--- src/rtl/adder_pkg.sv ---
// Shared types and helpers for the pipelined parallel-prefix adder.
// Holds the generate/propagate pair, default parameters and legality checks.
package adder_pkg;

    typedef struct packed {
        logic g;
        logic p;
    } gp_t;

    localparam int DEF_WIDTH  = 32;
    localparam int DEF_GROUP  = 4;
    localparam int DEF_STAGES = 2;
    localparam int DEF_TAG_W  = 4;

    function automatic bit stagesLegal(int stages);
        return (stages >= 1) && (stages <= 3);
    endfunction

    function automatic bit shapeLegal(int width, int group);
        int ng;
        if (width < 4 || width > 64 || (width & (width - 1)) != 0) return 1'b0;
        if (group < 1 || (width % group) != 0) return 1'b0;
        ng = width / group;
        return (ng >= 2) && ((ng & (ng - 1)) == 0);
    endfunction

    // hi is the more significant span; lo is the adjacent less significant span
    function automatic gp_t gpCombine(gp_t hi, gp_t lo);
        gp_t r;
        r.g = hi.g | (hi.p & lo.g);
        r.p = hi.p & lo.p;
        return r;
    endfunction

endpackage

--- src/rtl/prefix_tree_gp.sv ---
// Recursive Sklansky prefix tree over group generate/propagate pairs.
// A register row is placed after level CUT_LEVEL (0 = on the inputs); negative means none.
module prefix_tree_gp
    import adder_pkg::*;
#(
    parameter int N         = 8,
    parameter int CUT_LEVEL = -1
) (
    input  logic        clk,
    input  logic        i_en,
    input  gp_t [N-1:0] i_gp,
    output gp_t [N-1:0] o_gp
);

    localparam int DEPTH = $clog2(N);

    gp_t [N-1:0] w_level;

    if (N == 1) begin : g_leaf
        assign w_level = i_gp;
    end else begin : g_node
        localparam int HALF = N / 2;

        gp_t [HALF-1:0] w_lo;
        gp_t [HALF-1:0] w_hi;

        prefix_tree_gp #(.N(HALF), .CUT_LEVEL(CUT_LEVEL)) u_lo (
            .clk  (clk),
            .i_en (i_en),
            .i_gp (i_gp[HALF-1:0]),
            .o_gp (w_lo)
        );

        prefix_tree_gp #(.N(HALF), .CUT_LEVEL(CUT_LEVEL)) u_hi (
            .clk  (clk),
            .i_en (i_en),
            .i_gp (i_gp[N-1:HALF]),
            .o_gp (w_hi)
        );

        // Every upper-half prefix absorbs the full lower-half span
        always_comb begin
            w_level[HALF-1:0] = w_lo;
            for (int i = 0; i < HALF; i++) begin
                w_level[HALF+i] = gpCombine(w_hi[i], w_lo[HALF-1]);
            end
        end
    end

    if (CUT_LEVEL == DEPTH) begin : g_cut
        gp_t [N-1:0] r_gp;

        always_ff @(posedge clk) begin
            if (i_en) r_gp <= w_level;
        end

        assign o_gp = r_gp;
    end else begin : g_comb
        logic w_unusedCtl;
        assign w_unusedCtl = clk ^ i_en;
        assign o_gp        = w_level;
    end

endmodule

--- src/rtl/pipelined_prefix_adder.sv ---
// Elastic pipelined adder/subtractor: group g/p, prefix tree over groups, intra-group ripple.
// STAGES selects where register rows sit; each row carries a valid bit and stalls on backpressure.
module pipelined_prefix_adder
    import adder_pkg::*;
#(
    parameter int WIDTH  = DEF_WIDTH,
    parameter int GROUP  = DEF_GROUP,
    parameter int STAGES = DEF_STAGES,
    parameter int TAG_W  = DEF_TAG_W
) (
    input  logic             clk,
    input  logic             rst,
    input  logic             in_valid,
    output logic             in_ready,
    input  logic [WIDTH-1:0] a,
    input  logic [WIDTH-1:0] b,
    input  logic             cin,
    input  logic             sub,
    input  logic [TAG_W-1:0] in_tag,
    output logic             out_valid,
    input  logic             out_ready,
    output logic [WIDTH-1:0] sum,
    output logic             cout,
    output logic             ovf,
    output logic             zero,
    output logic [TAG_W-1:0] out_tag
);

    localparam int NG     = WIDTH / GROUP;
    localparam int LEVELS = $clog2(NG);
    localparam int CUT    = (STAGES == 1) ? -1 : (STAGES == 2) ? LEVELS / 2 : 0;

    if (!stagesLegal(STAGES) || !shapeLegal(WIDTH, GROUP)) begin : g_badParams
        $error("pipelined_prefix_adder: illegal WIDTH/GROUP/STAGES combination");
    end

    logic [STAGES-1:0] r_valid;
    logic [STAGES-1:0] w_adv;
    logic [STAGES:0]   w_validChain;

    // A stage moves when any stage from it to the output has a hole, or the consumer takes
    always_comb begin
        for (int k = 0; k < STAGES; k++) begin
            w_adv[k] = out_ready;
            for (int j = k; j < STAGES; j++) begin
                if (!r_valid[j]) w_adv[k] = 1'b1;
            end
        end
    end

    assign w_validChain = {r_valid, in_valid};
    assign in_ready     = w_adv[0] && !rst;
    assign out_valid    = r_valid[STAGES-1];

    always_ff @(posedge clk) begin
        if (rst) begin
            r_valid <= '0;
        end else begin
            for (int k = 0; k < STAGES; k++) begin
                if (w_adv[k]) r_valid[k] <= w_validChain[k];
            end
        end
    end

    logic [WIDTH-1:0] w_bEff;
    logic [WIDTH-1:0] w_p;
    logic [WIDTH-1:0] w_g;
    logic             w_c0;
    gp_t [NG-1:0]     w_grp;
    gp_t [NG-1:0]     w_pre;

    assign w_bEff = sub ? ~b : b;
    assign w_c0   = sub | cin;
    assign w_p    = a ^ w_bEff;
    assign w_g    = a & w_bEff;

    // Group 0 starts from the carry-in so every prefix g is directly a group carry-out
    always_comb begin : groupGp
        gp_t acc;
        gp_t bitGp;
        for (int j = 0; j < NG; j++) begin
            acc.g = (j == 0) ? w_c0 : 1'b0;
            acc.p = 1'b1;
            for (int i = 0; i < GROUP; i++) begin
                bitGp.g = w_g[j*GROUP+i];
                bitGp.p = w_p[j*GROUP+i];
                acc     = gpCombine(bitGp, acc);
            end
            w_grp[j] = acc;
        end
    end

    prefix_tree_gp #(.N(NG), .CUT_LEVEL(CUT)) u_tree (
        .clk  (clk),
        .i_en (w_adv[0]),
        .i_gp (w_grp),
        .o_gp (w_pre)
    );

    logic [NG-1:0] w_preG;
    logic [NG-1:0] w_unusedPreP;

    always_comb begin
        for (int j = 0; j < NG; j++) begin
            w_preG[j]       = w_pre[j].g;
            w_unusedPreP[j] = w_pre[j].p;
        end
    end

    logic [WIDTH-1:0] w_sP;
    logic [WIDTH-1:0] w_sG;
    logic             w_sAMsb;
    logic             w_sBMsb;
    logic             w_sC0;
    logic [TAG_W-1:0] w_sTag;

    if (STAGES == 1) begin : g_noFirstCut
        assign w_sP    = w_p;
        assign w_sG    = w_g;
        assign w_sAMsb = a[WIDTH-1];
        assign w_sBMsb = w_bEff[WIDTH-1];
        assign w_sC0   = w_c0;
        assign w_sTag  = in_tag;
    end else begin : g_firstCut
        logic [WIDTH-1:0] r_p;
        logic [WIDTH-1:0] r_g;
        logic             r_aMsb;
        logic             r_bMsb;
        logic             r_c0;
        logic [TAG_W-1:0] r_tag;

        // Side data rides alongside the tree's own register row
        always_ff @(posedge clk) begin
            if (w_adv[0]) begin
                r_p    <= w_p;
                r_g    <= w_g;
                r_aMsb <= a[WIDTH-1];
                r_bMsb <= w_bEff[WIDTH-1];
                r_c0   <= w_c0;
                r_tag  <= in_tag;
            end
        end

        assign w_sP    = r_p;
        assign w_sG    = r_g;
        assign w_sAMsb = r_aMsb;
        assign w_sBMsb = r_bMsb;
        assign w_sC0   = r_c0;
        assign w_sTag  = r_tag;
    end

    logic [WIDTH-1:0] w_rP;
    logic [WIDTH-1:0] w_rG;
    logic             w_rAMsb;
    logic             w_rBMsb;
    logic             w_rC0;
    logic [TAG_W-1:0] w_rTag;
    logic [NG-1:0]    w_rPreG;

    if (STAGES == 3) begin : g_treeCut
        logic [WIDTH-1:0] r_p;
        logic [WIDTH-1:0] r_g;
        logic             r_aMsb;
        logic             r_bMsb;
        logic             r_c0;
        logic [TAG_W-1:0] r_tag;
        logic [NG-1:0]    r_preG;

        always_ff @(posedge clk) begin
            if (w_adv[1]) begin
                r_p    <= w_sP;
                r_g    <= w_sG;
                r_aMsb <= w_sAMsb;
                r_bMsb <= w_sBMsb;
                r_c0   <= w_sC0;
                r_tag  <= w_sTag;
                r_preG <= w_preG;
            end
        end

        assign w_rP    = r_p;
        assign w_rG    = r_g;
        assign w_rAMsb = r_aMsb;
        assign w_rBMsb = r_bMsb;
        assign w_rC0   = r_c0;
        assign w_rTag  = r_tag;
        assign w_rPreG = r_preG;
    end else begin : g_noTreeCut
        assign w_rP    = w_sP;
        assign w_rG    = w_sG;
        assign w_rAMsb = w_sAMsb;
        assign w_rBMsb = w_sBMsb;
        assign w_rC0   = w_sC0;
        assign w_rTag  = w_sTag;
        assign w_rPreG = w_preG;
    end

    logic [NG-1:0]    w_grpCin;
    logic [WIDTH-1:0] w_rSum;

    assign w_grpCin = {w_rPreG[NG-2:0], w_rC0};

    always_comb begin : ripple
        logic c;
        w_rSum = '0;
        for (int j = 0; j < NG; j++) begin
            c = w_grpCin[j];
            for (int i = 0; i < GROUP; i++) begin
                w_rSum[j*GROUP+i] = w_rP[j*GROUP+i] ^ c;
                c = w_rG[j*GROUP+i] | (w_rP[j*GROUP+i] & c);
            end
        end
    end

    always_ff @(posedge clk) begin
        if (rst) begin
            sum     <= '0;
            cout    <= 1'b0;
            ovf     <= 1'b0;
            zero    <= 1'b0;
            out_tag <= '0;
        end else if (w_adv[STAGES-1]) begin
            sum     <= w_rSum;
            cout    <= w_rPreG[NG-1];
            ovf     <= (w_rAMsb == w_rBMsb) && (w_rSum[WIDTH-1] != w_rAMsb);
            zero    <= ~|w_rSum;
            out_tag <= w_rTag;
        end
    end

endmodule

--- config.mk ---
export PLATFORM = sky130hd
export DESIGN_NAME = pipelined_prefix_adder
export DESIGN_NICKNAME = d
export VERILOG_FILES = /design/src/rtl/adder_pkg.sv /design/src/rtl/prefix_tree_gp.sv /design/src/rtl/pipelined_prefix_adder.sv
export SDC_FILE = /design/constraint.sdc
export NUM_CORES = 1
export LEC_CHECK = 0
export BUFFER_PORTS_ARGS = -buffer_cell sky130_fd_sc_hd__buf_2
export CAP_MARGIN = 20
export CORE_UTILIZATION = 31
export CTS_CLUSTER_DIAMETER = 200
export DETAILED_ROUTE_END_ITERATION = 10
export SETUP_SLACK_MARGIN = 0.1
export SLEW_MARGIN = 20
export SYNTH_ARGS = -nofsm -noshare
export SYNTH_HDL_FRONTEND = slang
export SYNTH_SLANG_ARGS = --single-unit
--- constraint.sdc ---
create_clock -name clk -period 4.48 [get_ports clk]
set_clock_uncertainty 0.1 [all_clocks]
set_input_delay 1.344 -clock clk [delete_from_list [all_inputs] [get_ports clk]]
set_output_delay 1.344 -clock clk [all_outputs]
set_load 0.005 [all_outputs]
==> impl.org, run 1 <==
** Worst setup path
- Setup crit start kind :: flop
- Worst flop-to-flop path endpoint :: zero
- In this run the critical register-to-register path is launched from u_tree.g_node.u_lo.g_node.u_lo.o_gp[3].
- Worst R2R Path Depth :: 13
- Maximum fanout encountered on the critical timing path :: 3
- Count of cell instances traversed by the critical path :: 13
- Data arrives at the worst endpoint at 3.64 ns.
- Endpoint class of the critical path :: flop
- Kind of cell adding the most delay to the critical path :: simple AND/OR/NAND/NOR gates
- Delay of the slowest critical-path stage :: 0.46 ns
- Setup slack on the worst reg-to-reg path comes out at 1.08 ns.
- The most critical setup path has its endpoint at zero.
- Type of the worst setup path :: flop to flop
- The signal on the critical path passes through a21o_1 -> a21o_1 -> a21o_1 -> ha_1 -> or2_2 -> ha_1 -> or2_2 -> ha_1 -> nor4_1 -> nand2_1 -> nor3_1 -> nand4_1 -> o21ai_0.
- At the worst endpoint, the required time is 4.72 ns.
- Worst setup path startpoint :: u_tree.g_node.u_lo.g_node.u_lo.o_gp[3]
- Buf+Inv Stages, Crit Path :: 0
- Master of the slowest instance on the critical path :: sky130_fd_sc_hd__edfxtp_1

** Clock tree
- The H-tree was split into 4 levels.
- Setup bufs post-CTS :: 0
- Hold buffer count at cts :: 0
- Clock tree from TritonCTS :: yes
- The clock passes through at most 2 buffers.
- Clock-pin slew was measured on the worst setup and hold paths at 0.05 ns.
- The clock net in this run drives a total of 118 sinks.
- The cell sitting at the root of the clock tree is a sky130_fd_sc_hd__clkbuf_16.
- The later pin in the worst-skew pair is clocked with a latency of 0.41 ns.
- Once the clock tree was built, the resizer swapped 0 gates to a different size.
- Buffers inserted during clock tree synthesis total 17.

** Floorplanning
- After floorplanning, the core was divided into 47 placement rows.
- I/O pin total :: 115
- The region available for standard cell placement spans 16700 um2.
- The die covers 17800 um2.
- Height of the chip :: 133 um
- The initial utilization of the core area, before any placement, comes to 32.0%.
- The die is 133 um wide.

** Finish
- Summing all flip-flop and latch instances after layout gives 3130 um2.
- Relative to the synthesized area, the layout overhead comes to 25.1%.
- The multi-input combinational cells in the finished layout cover a total of 2140 um2.
- The post-route netlist has 28.0% of its cells at a drive strength greater than 1.
- End-of-flow core utilization :: 40.0%
- The number of antenna diodes in the final layout is 0.
- Finished Layout Cells :: 794
- Number of nets in the layout :: 691
- After filler insertion, the fill cell instance count of the layout stands at 1659.

** Timing
- Derived from the worst setup path, the maximum achievable clock frequency is 294 MHz.
- For the pin with the worst max-slew slack, the measured transition is 1.03 ns.
- Crit path time final :: 3.40 ns
- RSZ-0062 raised after global routing :: false
- The final critical path takes up 75.9% of the cycle.
- The number of endpoints with negative hold slack in the final report is 0.
- Setup violations remaining at the end of the flow were counted as 0.
- The count of pins over their slew limit came to 0.
- Worst max-slew margin expressed relative to the limit :: 31.4%
- Worst-case hold slack :: 0.344 ns
- Setup TNS :: 0 ns

** Place
- DP HPWL :: 8.97 mm
- Routability-driven placement finished with a final weighted congestion of 0.815.
- Buffers placed on the I/O ports in this run total 114.
- Once placement completed, the tool counted placed cells totaling 762.

** Drt
- Dividing the detail-routed wire length by the instance count gives 15.5 um.
- Number of vias in the routed layout :: 3613
- DRC violation count after routing :: 0
- In the routed layout, each cell is associated on average with a via count of 4.55.
- After detailed routing, the met2 layer carries 5.67 mm of wire.
- The first routing iteration left 144 violations.
- Routed met3 length :: 684 um
- Antenna Violating Nets Remaining :: 0
- Max layer used :: met4
- Before antenna repair, the detailed router went through 4 iterations.
- In the final routing, the length of wire on met1 measures 5.74 mm.
- After detailed routing, the total wire length is 12.3 mm.

** Power and ir drop
- Total power for the finished layout comes to 3.17 mW.
- In this run the power density over the cells is 475 nW/um2.
- For this design the static power due to leakage is 3.13 nW.
- IR analysis of the VDD net gives a maximum drop of 0.000272 V.

** Synthesis
- Mean cell area of the mapped netlist :: 12.1 um2
- Synthesis inferred 118 register bits.
- Among all flip-flop cells after synthesis, the most frequent one is sky130_fd_sc_hd__edfxtp_1.
- Yosys printed 0 warnings.
- In this run the cell area of the synthesized design comes to 5340 um2.
- Post-Syn Instances :: 442
- Yosys mapped a number of flops with a built-in enable equal to 77.
- Synthesis instantiated 31 different standard cells from the library.
- The number of nets in the synthesized netlist is 572.
- Post-synth ARST share :: 0%
- Summing the sequential cell areas from Yosys gives 58.7% of the chip area.

** Run
- Max-cap check violation count :: 0

** Min path
- Class of the worst hold path :: flop to flop

** Global routing
- Entering global routing, the biggest net connects 78 pins.
- Grt ovf :: 0
- The initial antenna violation count was 0.
- The first global-routing pass estimated 19.7 mm of wire.
- Vias in the first global route :: 3727
- Total routing usage reported by global routing :: 14.9%

** Status
- Outcome :: complete, no violations
==> power breakdown <==
| group | leakage (nW) | switching, mW | total (mW) | internal, mW |
|---|---|---|---|---|
| combinational | 1.68 | 0.302 | 0.565 | 0.263 |
| clock | 0.262 | 0.454 | 1.22 | 0.762 |
| sequential | 1.19 | 0.0621 | 1.39 | 1.33 |
| total | 3.13 | 0.818 | 3.17 | 2.35 |
==> worst min-delay path by stage <==
stage | cells after the start | slack (ns) | start | endpoint
after floorplan | 2 | 0.35 | sum[0] | sum[0]
after global placement | 2 | 0.33 | out_tag[3] | out_tag[3]
after detailed placement | 2 | 0.34 | sum[27] | sum[27]
after CTS | 2 | 0.35 | sum[27] | sum[27]
after global routing | 2 | 0.36 | out_tag[3] | out_tag[3]
final | 2 | 0.34 | sum[22] | sum[22]
==> cell type report <==
type	count	area share, %
clock buffers	27	7.55
clock inverters	5	0.356
multi-input cells	306	32.1
flip-flops and latches	118	46.9
well taps	220	4.12
repair buffers	118	8.99
==> synthesized netlist by cell type (6+ instances only) <==
cell	n	area, um2
sky130_fd_sc_hd__a21o_1	20	150
sky130_fd_sc_hd__edfxtp_1	77	2310
sky130_fd_sc_hd__clkbuf_1	13	48.8
sky130_fd_sc_hd__and3_1	6	37.5
sky130_fd_sc_hd__ha_1	56	701
sky130_fd_sc_hd__nand2_1	72	270
sky130_fd_sc_hd__xnor2_1	6	52.6
sky130_fd_sc_hd__nor2_1	21	78.8
sky130_fd_sc_hd__a21oi_1	42	210
sky130_fd_sc_hd__dfxtp_1	41	821
sky130_fd_sc_hd__or2_2	16	100
sky130_fd_sc_hd__xor2_1	34	298
==> worst register-to-register path, cell delays in order (launching register included) <==
cell and delay [ns]:
sky130_fd_sc_hd__edfxtp_1 0.46, sky130_fd_sc_hd__a21o_1 0.24, sky130_fd_sc_hd__a21o_1 0.24, sky130_fd_sc_hd__a21o_1 0.19, sky130_fd_sc_hd__ha_1 0.16, sky130_fd_sc_hd__or2_2 0.29
sky130_fd_sc_hd__ha_1 0.18, sky130_fd_sc_hd__or2_2 0.29, sky130_fd_sc_hd__ha_1 0.31, sky130_fd_sc_hd__nor4_1 0.28, sky130_fd_sc_hd__nand2_1 0.13, sky130_fd_sc_hd__nor3_1 0.21
sky130_fd_sc_hd__nand4_1 0.10, sky130_fd_sc_hd__o21ai_0 0.15
==> cells in the final DEF (no fill, tap or decap), types with 2 or more instances in the layout <==
cell type	instances
sky130_fd_sc_hd__nor2b_1	3
sky130_fd_sc_hd__or2_2	16
sky130_fd_sc_hd__buf_2	114
sky130_fd_sc_hd__dfxtp_1	41
sky130_fd_sc_hd__edfxtp_1	77
sky130_fd_sc_hd__xnor2_1	6
sky130_fd_sc_hd__nor2_1	21
sky130_fd_sc_hd__and4_1	4
sky130_fd_sc_hd__clkbuf_16	18
sky130_fd_sc_hd__a311o_1	3
sky130_fd_sc_hd__clkbuf_8	2
sky130_fd_sc_hd__a21oi_1	42
sky130_fd_sc_hd__nor4_1	5
sky130_fd_sc_hd__nor3_1	4
sky130_fd_sc_hd__a211oi_1	2
sky130_fd_sc_hd__and3_1	6
sky130_fd_sc_hd__nand3_1	2
sky130_fd_sc_hd__a21o_1	20
sky130_fd_sc_hd__ha_1	56
sky130_fd_sc_hd__clkbuf_1	7
sky130_fd_sc_hd__xor2_1	34
sky130_fd_sc_hd__buf_4	4
sky130_fd_sc_hd__clkinv_2	4
sky130_fd_sc_hd__nand2_1	71
==> through the flow <==
stage,setup WS (ns),cell area (um2)
after floorplan,0.305,5340
after global placement,0.832,6150
after detailed placement,0.719,6150
after CTS,1.02,6680
after global routing,0.781,6680
final,1.08,6680
==> kinds of logic (layout without fill, tap and decap cells) <==
logic type      Yosys count  in the layout  share of synthesized area (%)
buf+inv                  18            150                           1.48
compound gates           71             71                           8.13
flops                   118            118                           58.7
fa+ha+maj                56             56                           13.1
simple gates            139            139                           12.0
xor+xnor                 40             40                           6.56
==> registers in the layout (all words and copies together) (netlist names) <==
signal                               flops
cout                                     1
g_firstCut.r_aMsb                        1
g_firstCut.r_bMsb                        1
g_firstCut.r_c0                          1
g_firstCut.r_g                          24
g_firstCut.r_p                          32
g_firstCut.r_tag                         4
out_tag                                  4
ovf                                      1
r_valid                                  2
sum                                     32
u_tree.g_node.u_hi.g_node.u_hi.o_gp      4
u_tree.g_node.u_hi.g_node.u_lo.o_gp      4
u_tree.g_node.u_lo.g_node.u_hi.o_gp      4
u_tree.g_node.u_lo.g_node.u_lo.o_gp      2
zero                                     1
==> per-layer routing <==
metal / track usage [%] / vias up
li1: - / 1822
met1: 19.1 / 1673
met5: 0 / -
met3: 4.19 / 18
met2: 23.5 / 100
met4: 6.44 / 0
Note: power is estimated with default switching activity, not from simulation.
==> run 2: changes to the inputs <==
--- a/config.mk
+++ b/config.mk
@@ -5,6 +5,7 @@
 export SDC_FILE = /design/constraint.sdc
 export NUM_CORES = 1
 export LEC_CHECK = 0
+export ABC_AREA = 1
 export BUFFER_PORTS_ARGS = -buffer_cell sky130_fd_sc_hd__buf_2
 export CAP_MARGIN = 20
 export CORE_UTILIZATION = 31
==> constraint.sdc (replaced) <==
create_clock -name clk -period 3.3 [get_ports clk]
set_clock_uncertainty 0.1 [all_clocks]
set_input_delay 0.99 -clock clk [delete_from_list [all_inputs] [get_ports clk]]
set_output_delay 0.99 -clock clk [all_outputs]
set_load 0.005 [all_outputs]
==> impl.org, run 2 <==
** Synthesis
- Total of warnings raised by yosys :: 0
- Sequential elements use 57.3% of the synthesized area.
- Most common flop cell mapped by yosys :: sky130_fd_sc_hd__edfxtp_1
- Most numerous cell in the Yosys netlist :: sky130_fd_sc_hd__edfxtp_1
- The number of nets in the synthesized netlist is 615.
- Leading post-synthesis cells by cell area :: sky130_fd_sc_hd__edfxtp_1 42%, sky130_fd_sc_hd__dfxtp_1 15%, sky130_fd_sc_hd__ha_1 13%
- Number of enable-type register cells in the synthesized netlist :: 77
- By count the netlist is led by 77 x sky130_fd_sc_hd__edfxtp_1, 72 x sky130_fd_sc_hd__nor2_1, 56 x sky130_fd_sc_hd__ha_1.
- sky130_fd_sc_hd__edfxtp_1 takes more of the synthesized area than any other cell.
- Summing every instance area after synthesis gives 5470 um2.
- Synthesis produced 485 cells.
- Post-synth ARST share :: 0%
- The number of different library cells used by synthesis comes to 27.
- Total of flip-flops plus latches after synthesis :: 118
- Synth top area share :: 42.3%
- A synthesized cell averages 11.3 um2.

** Worst setup path
- The worst setup path is captured at a flop.
- The setup path with the least slack is of type flop to flop.
- For flop-to-flop paths, the worst setup slack is 0.32 ns.
- In this run the worst path has a maximum fanout of 3.
- The worst setup path is launched from a flop.
- Data required time at the worst endpoint :: 3.55 ns
- Critical path data arrival time :: 3.23 ns
- The worst register-to-register path has a depth of 15.
- In this run the critical register-to-register path is captured at zero.
- Launch point of the worst reg-to-reg path :: u_tree.g_node.u_lo.g_node.u_lo.o_gp[3]

** Clock tree
- Counting along the longest clock path gives a buffer depth of 2.
- After clock tree synthesis, the flow added hold-fix buffers numbering 0.
- The clock reaches the later pin of the worst-skew pair after 0.41 ns.
- Inserted Clock Buffers :: 17
- H-tree depth reported by CTS :: 4
- Number of clock sinks seen by CTS :: 118
- Clock-pin slew was measured on the worst setup and hold paths at 0.05 ns.
- Clock tree from TritonCTS :: yes
- The cell sitting at the root of the clock tree is a sky130_fd_sc_hd__clkbuf_16.

** Global routing
- In the global route stage, overall resource usage came out at 13.9%.
- Pin count of the biggest net entering global routing :: 79
- Grt ovf :: 0
- Wire length of the first global-routing pass :: 18.9 mm
- The initial antenna violation count is 0.
- Vias in the first global route :: 3908

** Power and ir drop
- The worst-case IR drop observed on VDD is 0.000363 V.
- Leakage :: 3.29 nW
- P per Cell Area :: 659 nW/um2

** Floorplanning
- The region available for standard cell placement spans 17200 um2.
- For this configuration, the core starts out at a cell density of 31.7%.
- Row generation in the floorplan step produced 48 rows.
- In this run the horizontal extent of the chip is 135 um.
- The die covers 18200 um2.
- From bottom edge to top edge, the die measures 135 um.
- 115 I/O pins were placed.

** Timing
- Static timing analysis puts the maximum clock frequency at 335 MHz.
- Across all setup checks in the final design, the least slack found is 0.317 ns.
- Worst Max-Slew Pin Slew :: 0.987 ns
- Setup violations remaining at the end of the flow were counted as 0.
- Crit path time final :: 2.98 ns
- The worst pin sits at a relative slew slack of 34.2%.
- The count of pins over their slew limit came to 0.
- Setup repair after global routing left no endpoint under its margin.
- Setup TNS :: 0 ns
- The number of endpoints with negative hold slack in the final report was 0.
- Worst-case hold slack :: 0.374 ns
- Of the available clock period, the critical path in the final layout requires 90.4%.

** Drt
- In this run the remaining antenna-violating nets after routing total 0.
- Routed length per instance :: 13.8 um
- For this block, the initial DRC count from the detailed router was 143.
- In the routed design, unresolved DRC markers number 0.
- The pre-antenna-repair detailed-routing pass consisted of 4 iterations.
- Using the TritonRoute via totals, the vias-per-cell ratio works out to 4.39.
- Total detailed-routing wirelength :: 11.7 mm
- Number of vias in the routed layout :: 3723

** Place
- Timing analysis after detailed placement gives a worst setup slack of 0.223 ns.
- Detailed placement finished with a half-perimeter wire length of 8.73 mm.
- Port buffer count :: 114
- The congestion estimate from routability-driven global placement came to 0.790.

** Finish
- Once layout is complete, the utilization of the core stands at 40.3%.
- Ant diodes :: 0
- Leaving out fill and tap cells, the most frequent cell in the layout is sky130_fd_sc_hd__buf_2.
- Largest registers :: g_firstCut.r_p (32), sum (32), g_firstCut.r_g (24)
- The final layout contains 740 nets.
- Commonest non-fill, non-tap cells in the layout :: 114 x sky130_fd_sc_hd__buf_2, 77 x sky130_fd_sc_hd__edfxtp_1, 70 x sky130_fd_sc_hd__nor2_1
- Of the cells placed in the final design, the portion with a size suffix greater than 1 is 29.2%.
- The area growth from synthesis to layout is 27.0%.

** Min path
- Class of the worst hold path :: flop to flop
- For hold timing, the worst endpoint is out_tag[3].
- Min-Delay Startpoint :: out_tag[3]
- Worst Hold Depth :: 2

** Status
- The flow ran to the end, and the final reports show no timing, DRC or antenna violations.

** Run
- The tool flagged a number of max-cap violations equal to 0.
## run 2: worst max-delay path, cell delays in order, from the launching register on
cell and delay [ns]:
sky130_fd_sc_hd__edfxtp_1 0.43, sky130_fd_sc_hd__a21oi_2 0.19, sky130_fd_sc_hd__inv_2 0.06, sky130_fd_sc_hd__buf_4 0.12, sky130_fd_sc_hd__a21o_1 0.16, sky130_fd_sc_hd__ha_1 0.17
sky130_fd_sc_hd__or2_2 0.27, sky130_fd_sc_hd__ha_1 0.18, sky130_fd_sc_hd__or2_2 0.28, sky130_fd_sc_hd__ha_2 0.18, sky130_fd_sc_hd__nor2_2 0.08, sky130_fd_sc_hd__xor2_1 0.25
sky130_fd_sc_hd__nand2_1 0.11, sky130_fd_sc_hd__nor2_2 0.12, sky130_fd_sc_hd__nand3_1 0.08, sky130_fd_sc_hd__a21oi_1 0.13
## run 2: cell families after synthesis
| family | share of synthesized area (%) |
|---|---|
| adder cells (fa/ha/maj) | 12.8 |
| XOR/XNOR | 6.55 |
| buffers and inverters | 3.98 |
| AND/OR/NAND/NOR | 11.7 |
| AO/OA/AOI/OAI | 7.58 |
| flip-flops | 57.3 |
## run 2: power breakdown
group	leakage [nW]	internal, mW	switching [mW]	total, mW
logic	1.82	0.357	0.424	0.781
clock network	0.290	1.25	0.644	1.90
registers	1.19	1.80	0.0901	1.89
## run 2: timing repair
| item | in CTS | in global routing |
|---|---|---|
| endpoints found under the setup margin | 0 | 3 |
| resized for setup | 0 | 9 |
| endpoints found under the hold margin | 0 | 0 |
| setup buffers | 0 | 4 |
## run 2: metrics by stage
stage	cell area (um2)	total power, mW	instances
after global placement	6270	2.67	812
after detailed placement	6270	2.68	812
after floorplan	5470	2.37	485
after global routing	6940	4.82	848
final	6940	4.57	848
after CTS	6880	4.61	844
## run 2: how the worst max path moves through the flow
stage / start / to / slack (ns) / cells past startpoint
floorplan: out_ready / in_ready / 0.31 / 5
global placement: u_tree.g_node.u_lo.g_node.u_lo.o_gp[3] / zero / 0.28 / 15
detailed placement: u_tree.g_node.u_lo.g_node.u_lo.o_gp[3] / zero / 0.22 / 15
CTS: u_tree.g_node.u_lo.g_node.u_lo.o_gp[3] / zero / 0.19 / 15
global route: u_tree.g_node.u_lo.g_node.u_lo.o_gp[3] / zero / 0.09 / 15
finish: u_tree.g_node.u_lo.g_node.u_lo.o_gp[3] / zero / 0.32 / 15
## run 2: layout make-up
type / count / area [um2]
fill: 1663 / 10300
sequential: 118 / 3130
tap: 225 / 282
inverter: 32 / 120
clock inverter: 14 / 183
multi-input combinational: 319 / 2150
timing repair buffer: 122 / 643
clock buffer: 18 / 429
## run 2: layer usage
metal / routed length (um) / part of all wire, % / vias up / GRT usage, %
li1: - / - / 1916 / -
met5: 0 / 0 / - / 0
met4: 241 / 2.1 / 0 / 6.43
met1: 5060 / 43 / 1698 / 15.7
met3: 524 / 4.5 / 19 / 3.90
met2: 5900 / 50 / 90 / 24.2
